### src/rtl/upower_multicycle_ctrl.sv
// Multi-cycle fetch/decode/execute/mem/writeback sequencer for the uPower datapath.
// Optional memory-ack watchdog is built in when UPWR_MEM_TIMEOUT_EN is defined.
module upower_multicycle_ctrl #(
    parameter int CNT_W          = 32,
    parameter int TIMEOUT_CYCLES = 16
) (
    input  logic             clk,
    input  logic             rst_n,
    input  logic             start,
    input  logic [31:0]      instr,
    input  logic             imem_ack,
    input  logic             dmem_ack,
    input  logic             branch,
    output logic             imem_req,
    output logic             dmem_req,
    output logic             dmem_we,
    output logic [5:0]       opcode_o,
    output logic [9:0]       xox_o,
    output logic [8:0]       xoxo_o,
    output logic             alu_en,
    output logic             reg_we,
    output logic             wb_sel,
    output logic             pc_we,
    output logic [1:0]       pc_sel,
    output logic             busy,
    output logic             illegal,
    output logic             err,
    output logic [CNT_W-1:0] retired
);

    typedef enum logic [2:0] {
        IDLE   = 3'd0,
        FETCH  = 3'd1,
        DECODE = 3'd2,
        EXEC   = 3'd3,
        MEM    = 3'd4,
        WB     = 3'd5,
        TRAP   = 3'd6
    } state_t;

    typedef enum logic [2:0] {
        CLS_ALU   = 3'd0,
        CLS_LOAD  = 3'd1,
        CLS_STORE = 3'd2,
        CLS_BR    = 3'd3,
        CLS_JMP   = 3'd4,
        CLS_ILL   = 3'd5
    } cls_t;

    state_t           r_state;
    state_t           w_next_state;
    state_t           w_after_end;
    cls_t             w_cls;
    logic [5:0]       r_opcode;
    logic [9:0]       r_xo;
    logic [CNT_W-1:0] r_retired;
    logic             r_illegal;
    logic             r_err;
    logic             w_end;
    logic             w_swu;
    logic             w_timeout;
    logic             w_unused_instr;

    // The XO field is carried as instr[10:1]; the 9-bit form is its low bits.
    function automatic cls_t decode_cls(input logic [5:0] op, input logic [9:0] xo);
        cls_t c;
        case (op)
            6'd31: begin
                if ((xo[8:0] == 9'd266) || (xo[8:0] == 9'd40)) begin
                    c = CLS_ALU;
                end else if ((xo == 10'd28) || (xo == 10'd476) || (xo == 10'd444) ||
                             (xo == 10'd316) || (xo == 10'd986)) begin
                    c = CLS_ALU;
                end else begin
                    c = CLS_ILL;
                end
            end
            6'd14, 6'd15, 6'd28, 6'd24, 6'd26: c = CLS_ALU;
            6'd32, 6'd34, 6'd40, 6'd42, 6'd58: c = CLS_LOAD;
            6'd36, 6'd37, 6'd38, 6'd44, 6'd62: c = CLS_STORE;
            6'd19:                             c = CLS_BR;
            6'd18:                             c = CLS_JMP;
            default:                           c = CLS_ILL;
        endcase
        return c;
    endfunction

    assign w_cls          = decode_cls(r_opcode, r_xo);
    assign w_swu          = (r_opcode == 6'd37);
    assign w_after_end    = start ? FETCH : IDLE;
    assign w_unused_instr = ^{instr[25:11], instr[0]};

`ifdef UPWR_MEM_TIMEOUT_EN
    localparam int TO_W = $clog2(TIMEOUT_CYCLES + 1);

    logic [TO_W-1:0] r_to_cnt;
    logic            w_waiting;

    assign w_waiting = ((r_state == FETCH) && !imem_ack) || ((r_state == MEM) && !dmem_ack);
    assign w_timeout = w_waiting && (r_to_cnt == TO_W'(TIMEOUT_CYCLES - 1));

    // Watchdog: counts unacknowledged request cycles, cleared on ack or state change.
    always_ff @(posedge clk or negedge rst_n) begin
        if (!rst_n) begin
            r_to_cnt <= '0;
        end else if (w_waiting && (w_next_state == r_state)) begin
            r_to_cnt <= r_to_cnt + TO_W'(1);
        end else begin
            r_to_cnt <= '0;
        end
    end
`else
    logic w_unused_timeout;

    assign w_timeout        = 1'b0;
    assign w_unused_timeout = (TIMEOUT_CYCLES > 0);
`endif

    // State register.
    always_ff @(posedge clk or negedge rst_n) begin
        if (!rst_n) begin
            r_state <= IDLE;
        end else begin
            r_state <= w_next_state;
        end
    end

    // Next-state logic; w_end marks the edge that retires an instruction.
    always_comb begin
        w_next_state = r_state;
        w_end        = 1'b0;
        case (r_state)
            IDLE: begin
                if (start) begin
                    w_next_state = FETCH;
                end else begin
                    w_next_state = IDLE;
                end
            end
            FETCH: begin
                if (w_timeout) begin
                    w_next_state = TRAP;
                end else if (imem_ack) begin
                    w_next_state = DECODE;
                end else begin
                    w_next_state = FETCH;
                end
            end
            DECODE: begin
                if (w_cls == CLS_ILL) begin
                    w_next_state = TRAP;
                end else begin
                    w_next_state = EXEC;
                end
            end
            EXEC: begin
                case (w_cls)
                    CLS_ALU:             w_next_state = WB;
                    CLS_LOAD, CLS_STORE: w_next_state = MEM;
                    CLS_BR, CLS_JMP: begin
                        w_end        = 1'b1;
                        w_next_state = w_after_end;
                    end
                    default:             w_next_state = TRAP;
                endcase
            end
            MEM: begin
                if (w_timeout) begin
                    w_next_state = TRAP;
                end else if (dmem_ack && ((w_cls == CLS_LOAD) || w_swu)) begin
                    w_next_state = WB;
                end else if (dmem_ack) begin
                    w_end        = 1'b1;
                    w_next_state = w_after_end;
                end else begin
                    w_next_state = MEM;
                end
            end
            WB: begin
                w_end        = 1'b1;
                w_next_state = w_after_end;
            end
            TRAP:    w_next_state = TRAP;
            default: w_next_state = IDLE;
        endcase
    end

    // Output decode from current state; branch and dmem_ack act within the cycle.
    always_comb begin
        imem_req = 1'b0;
        dmem_req = 1'b0;
        dmem_we  = 1'b0;
        alu_en   = 1'b0;
        reg_we   = 1'b0;
        wb_sel   = 1'b0;
        pc_we    = 1'b0;
        pc_sel   = 2'd0;
        busy     = 1'b1;
        case (r_state)
            IDLE:   busy = 1'b0;
            FETCH:  imem_req = 1'b1;
            DECODE: busy = 1'b1;
            EXEC: begin
                alu_en = 1'b1;
                if (w_cls == CLS_BR) begin
                    pc_we  = 1'b1;
                    pc_sel = {1'b0, branch};
                end else if (w_cls == CLS_JMP) begin
                    pc_we  = 1'b1;
                    pc_sel = 2'd2;
                end else begin
                    pc_we  = 1'b0;
                end
            end
            MEM: begin
                dmem_req = 1'b1;
                dmem_we  = (w_cls == CLS_STORE);
                if (dmem_ack && (w_cls == CLS_STORE) && !w_swu) begin
                    pc_we = 1'b1;
                end else begin
                    pc_we = 1'b0;
                end
            end
            WB: begin
                reg_we = 1'b1;
                pc_we  = 1'b1;
                wb_sel = (w_cls == CLS_LOAD);
            end
            TRAP:    busy = 1'b0;
            default: busy = 1'b0;
        endcase
    end

    // Instruction field latch, loaded on the accepted fetch.
    always_ff @(posedge clk or negedge rst_n) begin
        if (!rst_n) begin
            r_opcode <= 6'd0;
            r_xo     <= 10'd0;
        end else if ((r_state == FETCH) && imem_ack) begin
            r_opcode <= instr[31:26];
            r_xo     <= instr[10:1];
        end else begin
            r_opcode <= r_opcode;
            r_xo     <= r_xo;
        end
    end

    // Retired counter and sticky status flags.
    always_ff @(posedge clk or negedge rst_n) begin
        if (!rst_n) begin
            r_retired <= '0;
            r_illegal <= 1'b0;
            r_err     <= 1'b0;
        end else begin
            r_retired <= w_end ? (r_retired + CNT_W'(1)) : r_retired;
            r_illegal <= r_illegal | ((r_state == DECODE) && (w_cls == CLS_ILL));
            r_err     <= r_err | w_timeout;
        end
    end

    assign opcode_o = r_opcode;
    assign xox_o    = (r_opcode == 6'd31) ? r_xo : 10'd0;
    assign xoxo_o   = (r_opcode == 6'd31) ? r_xo[8:0] : 9'd0;
    assign illegal  = r_illegal;
    assign err      = r_err;
    assign retired  = r_retired;

endmodule

### config.mk
export PLATFORM = sky130hd
export DESIGN_NAME = upower_multicycle_ctrl
export DESIGN_NICKNAME = d
export VERILOG_FILES = /design/src/rtl/upower_multicycle_ctrl.sv
export SDC_FILE = /design/constraint.sdc
export NUM_CORES = 1
export LEC_CHECK = 0
export CORE_AREA = 2 2 116 62
export CTS_CLUSTER_DIAMETER = 100
export DETAILED_ROUTE_END_ITERATION = 16
export DIE_AREA = 0 0 118 64
export PLACE_DENSITY = 0.84
export SYNTH_ARGS = -nofsm -noshare
export SYNTH_HDL_FRONTEND = slang
export SYNTH_SLANG_ARGS = --single-unit
### constraint.sdc
create_clock -name clk -period 4.6 [get_ports clk]
set_input_delay 0.69 -clock clk [delete_from_list [all_inputs] [get_ports clk]]
set_output_delay 0.69 -clock clk [all_outputs]
set_load 0.05 [all_outputs]
# Word level (Yosys, flattened, before mapping)
# Cells that the tools add are included.
[classes]
add_sub_neg = 1
n_eq_ne = 36
mux = 30
n_bitwise = 1
n_reduce_logical = 21
[ops]
columns = ["op", "count"]
rows = [
  ["$eq A6 B6 Y1 const B", 10],
  ["$eq A6 B5 Y1 const B", 6],
  ["$pmux W3 S6", 2],
  ["$add A32 B1 Y32 const B", 1],
  ["$eq A10 B9 Y1 const B", 3],
  ["$reduce_or A5 Y1", 4],
  ["$eq A3 B3 Y1 const B", 5],
  ["$mux W3", 5],
  ["$mux W1", 14],
  ["$eq A3 B2 Y1 const B", 4],
  ["$eq A6 B4 Y1 const B", 2],
  ["$eq A10 B10 Y1 const B", 1],
  ["$eq A10 B5 Y1 const B", 1],
  ["$mux W10", 1],
  ["$eq A9 B6 Y1 const B", 1],
  ["$eq A9 B9 Y1 const B", 1],
  ["$mux W9", 1],
  ["$pmux W3 S3", 1],
  ["$mux W2", 4],
  ["$eq A3 B1 Y1 const B", 2],
  ["$logic_not A3 Y1", 2],
  ["$logic_or A1 B1 Y1", 6],
  ["$pmux W1 S3", 2],
  ["$reduce_or A2 Y1", 3],
  ["other kinds (3)", 7],
]
[word_totals]
ff_bits = 52

# Depth between registers and ports, before layout
# Gate-level depths: netlist of run 1.
[depth]
word_depth = 13
ltp_mapped = 8
depth_no_buf = 5

# Worst setup path before layout of run 1
# Ideal clock, no wire load.
[synth_timing]
path_type = "flip-flop to output port"
from = "reg r_opcode[1] (netlist: opcode_o[1])"
to = "out pc_we"
arrival_ns = 2.576
required_time_ns = 3.910
slack_ns = 1.334
path_stages_with_launch = 7
cell_sequence = "dfrtp_1 buf_2 maj3_1 nor2_1 a31o_2 nand3_1 o21ai_0"
[synth_via]
elab_chain_len = 8
word_cells_on_any_way = 32
cone_classes = "21 x eq/ne; 5 x mux; 6 x reduce/logical"
[synth_rtl]
columns = ["element", "line_no", "source"]
rows = [
  ["start: declaration", "54", "logic [5:0] r_opcode;"],
  ["start signal: assignment", "240", "r_opcode <= instr[31:26];"],
  ["start signal: assignment", "243", "r_opcode <= r_opcode;"],
  ["$eq A6 B6 Y1 (tied with other cells)", "67, 89", ""],
  ["$reduce_or A5 Y1", "67", "case (op)"],
  ["$pmux W3 S6", "67", ""],
  ["$eq A3 B2 Y1", "218", "if (dmem_ack && (w_cls == CLS_STORE) && !w_swu) begin"],
  ["$logic_and A1 B1 Y1 (2 in a row)", "218", ""],
  ["$mux W1", "218", ""],
  ["$pmux W1 S3 *", "199", "case (r_state)"],
  ["end: declaration", "23", "output logic pc_we,"],
]
# Every way passes the cells marked *; elsewhere a longest branch is shown, timed or not.

# Final worst setup path of run 1
[layout_timing]
from = "reg r_opcode[3] (netlist: opcode_o[3])"
to = "out pc_we"
# The elaborated chain is that of the path after synthesis.

==> key figures, run 1 <==
Outcome
  • Status: complete, no violations

Clocking
  • Clock sink count: 52
  • Register clock-pin slew on the reported worst setup and hold paths: approximately 0.070 ns
  • Total number of H-tree levels: 2
  • CTS tree: yes
  • Resize count post-CTS: 0
  • CTS Buf Count: 5
  • Clock Tree Root: clkbuf_16
  • Clk buf depth: 2
  • CTS Hold Bufs: 0
  • Post-CTS setup buffer count: 0
  • Later-pin clock latency in the skew report: about 0.29 ns

Power and ir drop
  • Power Total: around 880 µW
  • Leakage: 0.00148 µW
  • Pwr Density: 210 mW/mm²
  • Max VDD drop: 0.000151 V

Setup path
  • R2R depth: 5
  • Crit path DAT: 2.72 ns
  • CP Max Fanout: 19
  • Worst r2r dst: retired[9]
  • CP Class: reg -> out
  • Startpoint types: register
  • CP cell instances: nor2_2, and4_4, nor2_4, o21ai_0, clkdlybuf4s50_1
  • CP endpoint kind: output pin
  • Worst R2R Setup Slack: around 2.2 ns
  • WP data required: roughly 3.9 ns
  • R2R Path Start: opcode_o[3]
  • CP max stage delay: around 0.75 ns
  • Critical Path Slowest Stage Cell: clkdlybuf4s50_1

Place
  • Port Buf Inserts: 89
  • Pre-CTS setup slack: 1.50 ns
  • Final HPWL DP: 5640 µm
  • Placer Congestion: around 0.89

Floorplanning
  • Core Region: between 0.006 and 0.007 mm²
  • Die H: between 60 and 70 µm
  • DIE AREA: 0.00755 mm²
  • Die width: about 120 µm
  • Starting Density: 49.0%
  • Ports: 107
  • Row cnt: 21

Synth
  • Synth async-reset ratio: 100%
  • Number of synthesized flops with an enable pin: 0
  • Synth unique cells: 61
  • Post-Syn Instances: 308
  • Ys flop type: dfrtp_1
  • Yosys Warn Count: 0
  • Cell area after synthesis: 0.00318 mm²
  • Synth Register Bits: between 50 and 60
  • Syn Nets: 347
  • Average cell area after synthesis: about 10 µm²
  • Sequential-to-total area share from yosys stat: about two fifths

Drt
  • WL/cell: 16.4 µm
  • # DRC: 0
  • Initial DRC count: 110
  • First-pass iteration count of the detailed router: 4
  • Final wirelength: approximately 7700 µm
  • Total number of vias: around 2600
  • ANT nets after route: 0
  • Vias per cell: 5.44

STA
  • Fin. max-slew vios: 0
  • Fin. Hold Viols: 0
  • Unrepaired setup endpoints after global routing: false
  • Final worst clock skew: ~0.0054 ns
  • Setup TNS: 0 ns
  • Slew of the pin with the lowest slew margin: 1.12 ns
  • Min Tclk post-route: ~3.4 ns
  • Fmax achieved: roughly 0.29 GHz
  • Setup ws final: 1.19 ns
  • Final setup fails: 0
  • Final period utilization: 74.1%
  • Slew margin rel.: 24.5%

Global routing
  • Antenna violations before repair: 0
  • Remaining Overflow, GRT: 0
  • Total Routing Usage GR: 21.5%
  • First-pass GRT wire length: 12800 µm
  • Vias in the first global route: 2457
  • Largest net degree at the start of global routing: 53

Cells and area
  • Final nets: 416
  • Synth-to-Final Area Change: 31.2%
  • # diodes: 0
  • Share of post-route cells with drive strength above 1: 13.5%
  • Most common cell after layout, fill and taps aside: clkdlybuf4s50_1
  • Most frequent cells in the layout: 88 x clkdlybuf4s50_1, 52 x dfrtp_1, 28 x xor2_1

Hold path
  • Cell depth of the worst hold path: 1
  • Worst Hold Class: reg -> reg
  • Hold Path Sink: retired[31]
  • Hold Crit Start: retired[31]

Run
  • Max-cap violation count: 0
==> cell families (layout without fill, tap and decap cells) <==
group                      count (synthesis)  count (layout)  share of synthesized area, %
AOI/OAI and AO/OA                         61              61                          16.8
xor gates and xnor gates                  31              31                          8.54
adders and majority gates                  2               2                         0.709
buffers and inverters                     37             106                          6.54
DFF                                       52              52                          40.9
muxes                                     15              15                          5.31
other                                      1               1                         0.118
and+or+nand+nor                          109             109                          21.1
==> state kept, by name (all words and copies together), names as in the netlist <==
register / cells
opcode_o: 6
retired: 32
illegal: 1
r_xo: 10
r_state: 3
==> metal layers <==
layer  up-vias  GRT usage, %  routed length, µm
li1       1238             -                  -
met1      1246          32.5               4020
met2        63          31.5               3250
met3         5          4.64                348
met4         0          4.22                 53
met5         -             0                  0
==> worst max path at each step <==
stage                      from  endpoint  slack (ns)  cells after the start
global placement     r_state[2]     pc_we        1.54                      5
CTS                 opcode_o[3]     pc_we        1.17                      5
finish              opcode_o[3]     pc_we        1.19                      5
floorplan           opcode_o[1]     pc_we        1.33                      6
detailed placement  opcode_o[3]     pc_we        1.50                      5
global route        opcode_o[3]     pc_we        1.03                      5
==> where the power goes <==
group	total (µW)	switching [µW]	internal [µW]
Clock	390	161	229
Sequential	457	0	457
Combinational	30.4	14.4	15.9
==> metrics by stage <==
stage | hold slack [ns] | cell area, µm² | std cells | util [%]
after floorplan | 0.394 | 3180 | 308 | -
after global placement | 0.456 | 4020 | 462 | 61.9
after detailed placement | 0.463 | 4020 | 462 | 61.9
after CTS | 0.476 | 4170 | 469 | 64.2
after global routing | 0.490 | 4170 | 469 | 64.2
final | 0.468 | 4170 | 469 | 64.2
==> cells in the mapped netlist, types with 2 or more instances <==
cell       number  share of area [%]
and2_1         12                2.4
xnor2_1         3               0.83
a211oi_1        4               0.94
nand3_1        22                3.5
o211ai_1        3               0.71
a2111oi_2       4                1.9
nand2b_1        2               0.39
nor2b_1         9                1.8
o21ai_0         7                1.1
nor3_1          5               0.79
nand4_1         9                1.8
xor2_1         28                7.7
o2111ai_1       2               0.55
nand2_1        14                1.7
o21ai_1         2               0.31
nor2_1          9                1.1
clkbuf_1        5               0.59
and3b_1         2               0.55
dfrtp_1        52                 41
buf_2          10                1.6
nor2_2          2               0.39
a21oi_1        16                2.5
a21boi_1        2               0.47
a211oi_2        8                3.1
mux2_2         14                5.0
buf_4          13                3.1
and3_1          6                1.2
inv_1           8               0.94
or3_1           3               0.59
==> area by class of cell <==
class                      count  area, µm²
sequential                    52       1300
timing repair buffer          91        901
multi-input combinational    219       1670
fill                         536       2320
tap                           92        115
inverter                       8       30.0
clock buffer                   7        153
==> critical path: cells and delay by family, from the launching register on <==
kind / cells / cell delay, ns
simple gates: 3 / 0.85
buf+inv: 1 / 0.75
flops: 1 / 0.64
compound gates: 1 / 0.18
No activity file was read; power rests on OpenSTA's default activity.
==> run 2, diff against run 1 <==
- CORE_AREA: 2 2 116 62 -> 2 2 127 67
- DIE_AREA: 0 0 118 64 -> 0 0 129 69
- PLACE_DENSITY: 0.84 -> 0.75
- clock period: 4.6 -> 3.08 ns (I/O delays scaled with it)
==> run 2 against run 1 <==
Net effect: register-to-register slack worse by 1.6 ns; design area rose by 0.63%; non-clock buffer count increased by 7; clock skew rose by 0.00055 ns; sequential power up 49%; critical endpoint unchanged; largest power group unchanged; highest routed layer unchanged.
==> key figures, run 2 (same netlist as run 1, synthesis figures left out) <==
Outcome
  • Status: complete, no violations (unchanged)

STA
  • Slew margin rel.: 21.3% (was 24.5%)
  • Unrepaired setup endpoints after global routing: false (unchanged)
  • Fin. max-slew vios: 0 (unchanged)
  • Final worst clock skew: 0.00595 ns (was 0.00540 ns)
  • Min Tclk post-route: 2.86 ns
  • Setup ws final: 0.216 ns (was 1.19 ns)
  • Fmax achieved: 0.349 GHz
  • Final setup fails: 0 (unchanged)
  • Setup TNS: 0 ns (unchanged)
  • Fin. Hold Viols: 0 (unchanged)
  • Final period utilization: 93.0%
  • Slew of the pin with the lowest slew margin: 1.17 ns (was 1.12 ns)

Clocking
  • Post-CTS setup buffer count: 1 (was 0)
  • Total number of H-tree levels: 2 (unchanged)
  • Clock sink count: 52 (unchanged)
  • CTS tree: yes (unchanged)
  • Clk buf depth: 2 (unchanged)
  • Later-pin clock latency in the skew report: 0.29 ns (about the same)
  • Register clock-pin slew on the reported worst setup and hold paths: 0.07 ns (about the same)
  • CTS Hold Bufs: 0 (unchanged)
  • Resize count post-CTS: 0 (unchanged)
  • CTS Buf Count: 5 (unchanged)
  • Clock Tree Root: clkbuf_16 (unchanged)

Floorplanning
  • Core Region: 0.00780 mm² (was 0.00649 mm²)
  • DIE AREA: 0.00890 mm² (was 0.00755 mm²)
  • Die width: 129 µm (was 118 µm)
  • Die H: 69 µm (was 64 µm)
  • Row cnt: 23 (was 21)
  • Ports: 107 (unchanged)
  • Starting Density: 40.8% (was 49.0%)

Setup path
  • CP endpoint kind: output pin (unchanged)
  • Startpoint types: register (unchanged)
  • CP cell instances: maj3_1, nor2_1, a31o_2, nand3_1, o21ai_0, clkdlybuf4s50_1 (was nor2_2, and4_4, nor2_4, o21ai_0, clkdlybuf4s50_1)
  • Worst r2r dst: retired[31] (was retired[9])
  • R2R Path Start: r_state[2] (was opcode_o[3])
  • CP Class: reg -> out (unchanged)
  • WP data required: 2.62 ns (was 3.91 ns)
  • Crit path DAT: 2.40 ns (was 2.72 ns)
  • CP Launch Point: opcode_o[3] (unchanged)
  • Crit path to: pc_we (unchanged)
  • Critical Path Slowest Stage Cell: clkdlybuf4s50_1 (unchanged)
  • CP max stage delay: 0.83 ns (was 0.75 ns)
  • Worst R2R Setup Slack: 0.64 ns (was 2.20 ns)
  • CP Max Fanout: 3 (was 19)
  • R2R depth: 5 (unchanged)

Drt
  • Initial DRC count: 127 (was 110)
  • ANT nets after route: 0 (unchanged)
  • Final wirelength: 8040 µm (was 7680 µm)
  • WL/cell: 16.2 µm (was 16.4 µm)
  • Vias per cell: 5.23 (was 5.44)
  • Total number of vias: 2597 (was 2552)
  • First-pass iteration count of the detailed router: 4 (unchanged)
  • # DRC: 0 (unchanged)

Cells and area
  • # diodes: 0 (unchanged)
  • Most frequent cells in the layout: 69 x clkdlybuf4s50_1, 52 x dfrtp_1, 28 x xor2_1, 28 x buf_4, 22 x nand3_1 (was 88 x clkdlybuf4s50_1, 52 x dfrtp_1, 28 x xor2_1)
  • Synth-to-Final Area Change: 32.0% (was 31.2%)
  • Fin area: 0.00420 mm² (was 0.00417 mm²)
  • Share of post-route cells with drive strength above 1: 20.3% (was 13.5%)
  • Final nets: 423 (was 416)
  • Max reg flops: 32 (unchanged)
  • Most common cell after layout, fill and taps aside: clkdlybuf4s50_1 (unchanged)

Power and ir drop
  • Power Total: 1300 µW (was 877 µW)
  • Leakage: 0.00155 µW (was 0.00148 µW)
  • Pwr Density: 310 mW/mm² (was 210 mW/mm²)
  • Max VDD drop: 0.000234 V (was 0.000151 V)

Place
  • DP Area: 0.00404 mm² (was 0.00402 mm²)
  • Final HPWL DP: 5980 µm (was 5640 µm)
  • Port Buf Inserts: 89 (unchanged)
  • Pre-CTS setup slack: 0.236 ns (was 1.50 ns)
  • Placer Congestion: 0.857 (was 0.887)

Hold path
  • Worst Hold Class: in -> async (was reg -> reg)

Global routing
  • Largest net degree at the start of global routing: 33 (was 53)
  • Vias in the first global route: 2487 (was 2457)
  • Remaining Overflow, GRT: 0 (unchanged)
  • Antenna violations before repair: 0 (unchanged)
  • First-pass GRT wire length: 13400 µm (was 12800 µm)
  • Total Routing Usage GR: 18.7% (was 21.5%)

Run
  • Max-cap violation count: 0 (unchanged)
## run 2: worst min path at each step
stage	depth (start not counted)	to	from
final	1	r_xo[3]	rst_n
after CTS	1	opcode_o[3]	rst_n
after detailed placement	1	retired[31]	retired[31]
after global routing	1	opcode_o[3]	rst_n
after floorplan	0	illegal	rst_n
after global placement	1	retired[31]	retired[31]
## run 2: per-stage QoR
stage                     instances  util (%)  hold WS [ns]
after floorplan                 308         -         0.166
after CTS                       497      53.8         0.258
after global routing            497      53.8         0.300
after global placement          488      51.8         0.455
final                           497      53.8         0.224
after detailed placement        488      51.8         0.473
## run 2: per-layer routing
metal | routed length (µm) | vias up | GRT usage, % | share of wire [%]
li1 | - | 1251 | - | -
met1 | 4330 | 1276 | 29.7 | 54
met2 | 3240 | 64 | 25.0 | 40
met3 | 382 | 6 | 4.97 | 4.7
met4 | 86 | 0 | 3.99 | 1.1
met5 | 0 | - | 0 | 0
## run 2: area by class of cell
type | instances | area (µm²)
Tap cell | 112 | 140
Timing Repair Buffer | 98 | 906
Sequential cell | 52 | 1300
Fill cell | 693 | 3600
Clock buffer | 6 | 139
Multi-Input combinational cell | 219 | 1670
Clock inverter | 2 | 10.0
Inverter | 8 | 30.0
## run 2: worst max-delay path, delay by kind of cell, from the launching register on
family	cells	cell delay, ns
and+or+nand+nor	2	0.21
buffers and inverters	1	0.83
AOI/OAI and AO/OA	2	0.31
adders and majority gates	1	0.36
DFF	1	0.40
## run 2: power breakdown
part | internal (µW) | switching [µW]
combinational | 23.8 | 21.9
clock | 321 | 251
sequential | 682 | 0
total | 1030 | 273
==> run 3, diff against run 2 <==
- GPL_ROUTABILITY_DRIVEN: unset -> 0
==> results of run 3 <==
No change in the layout: final DEF, timing and power equal those of run 2.
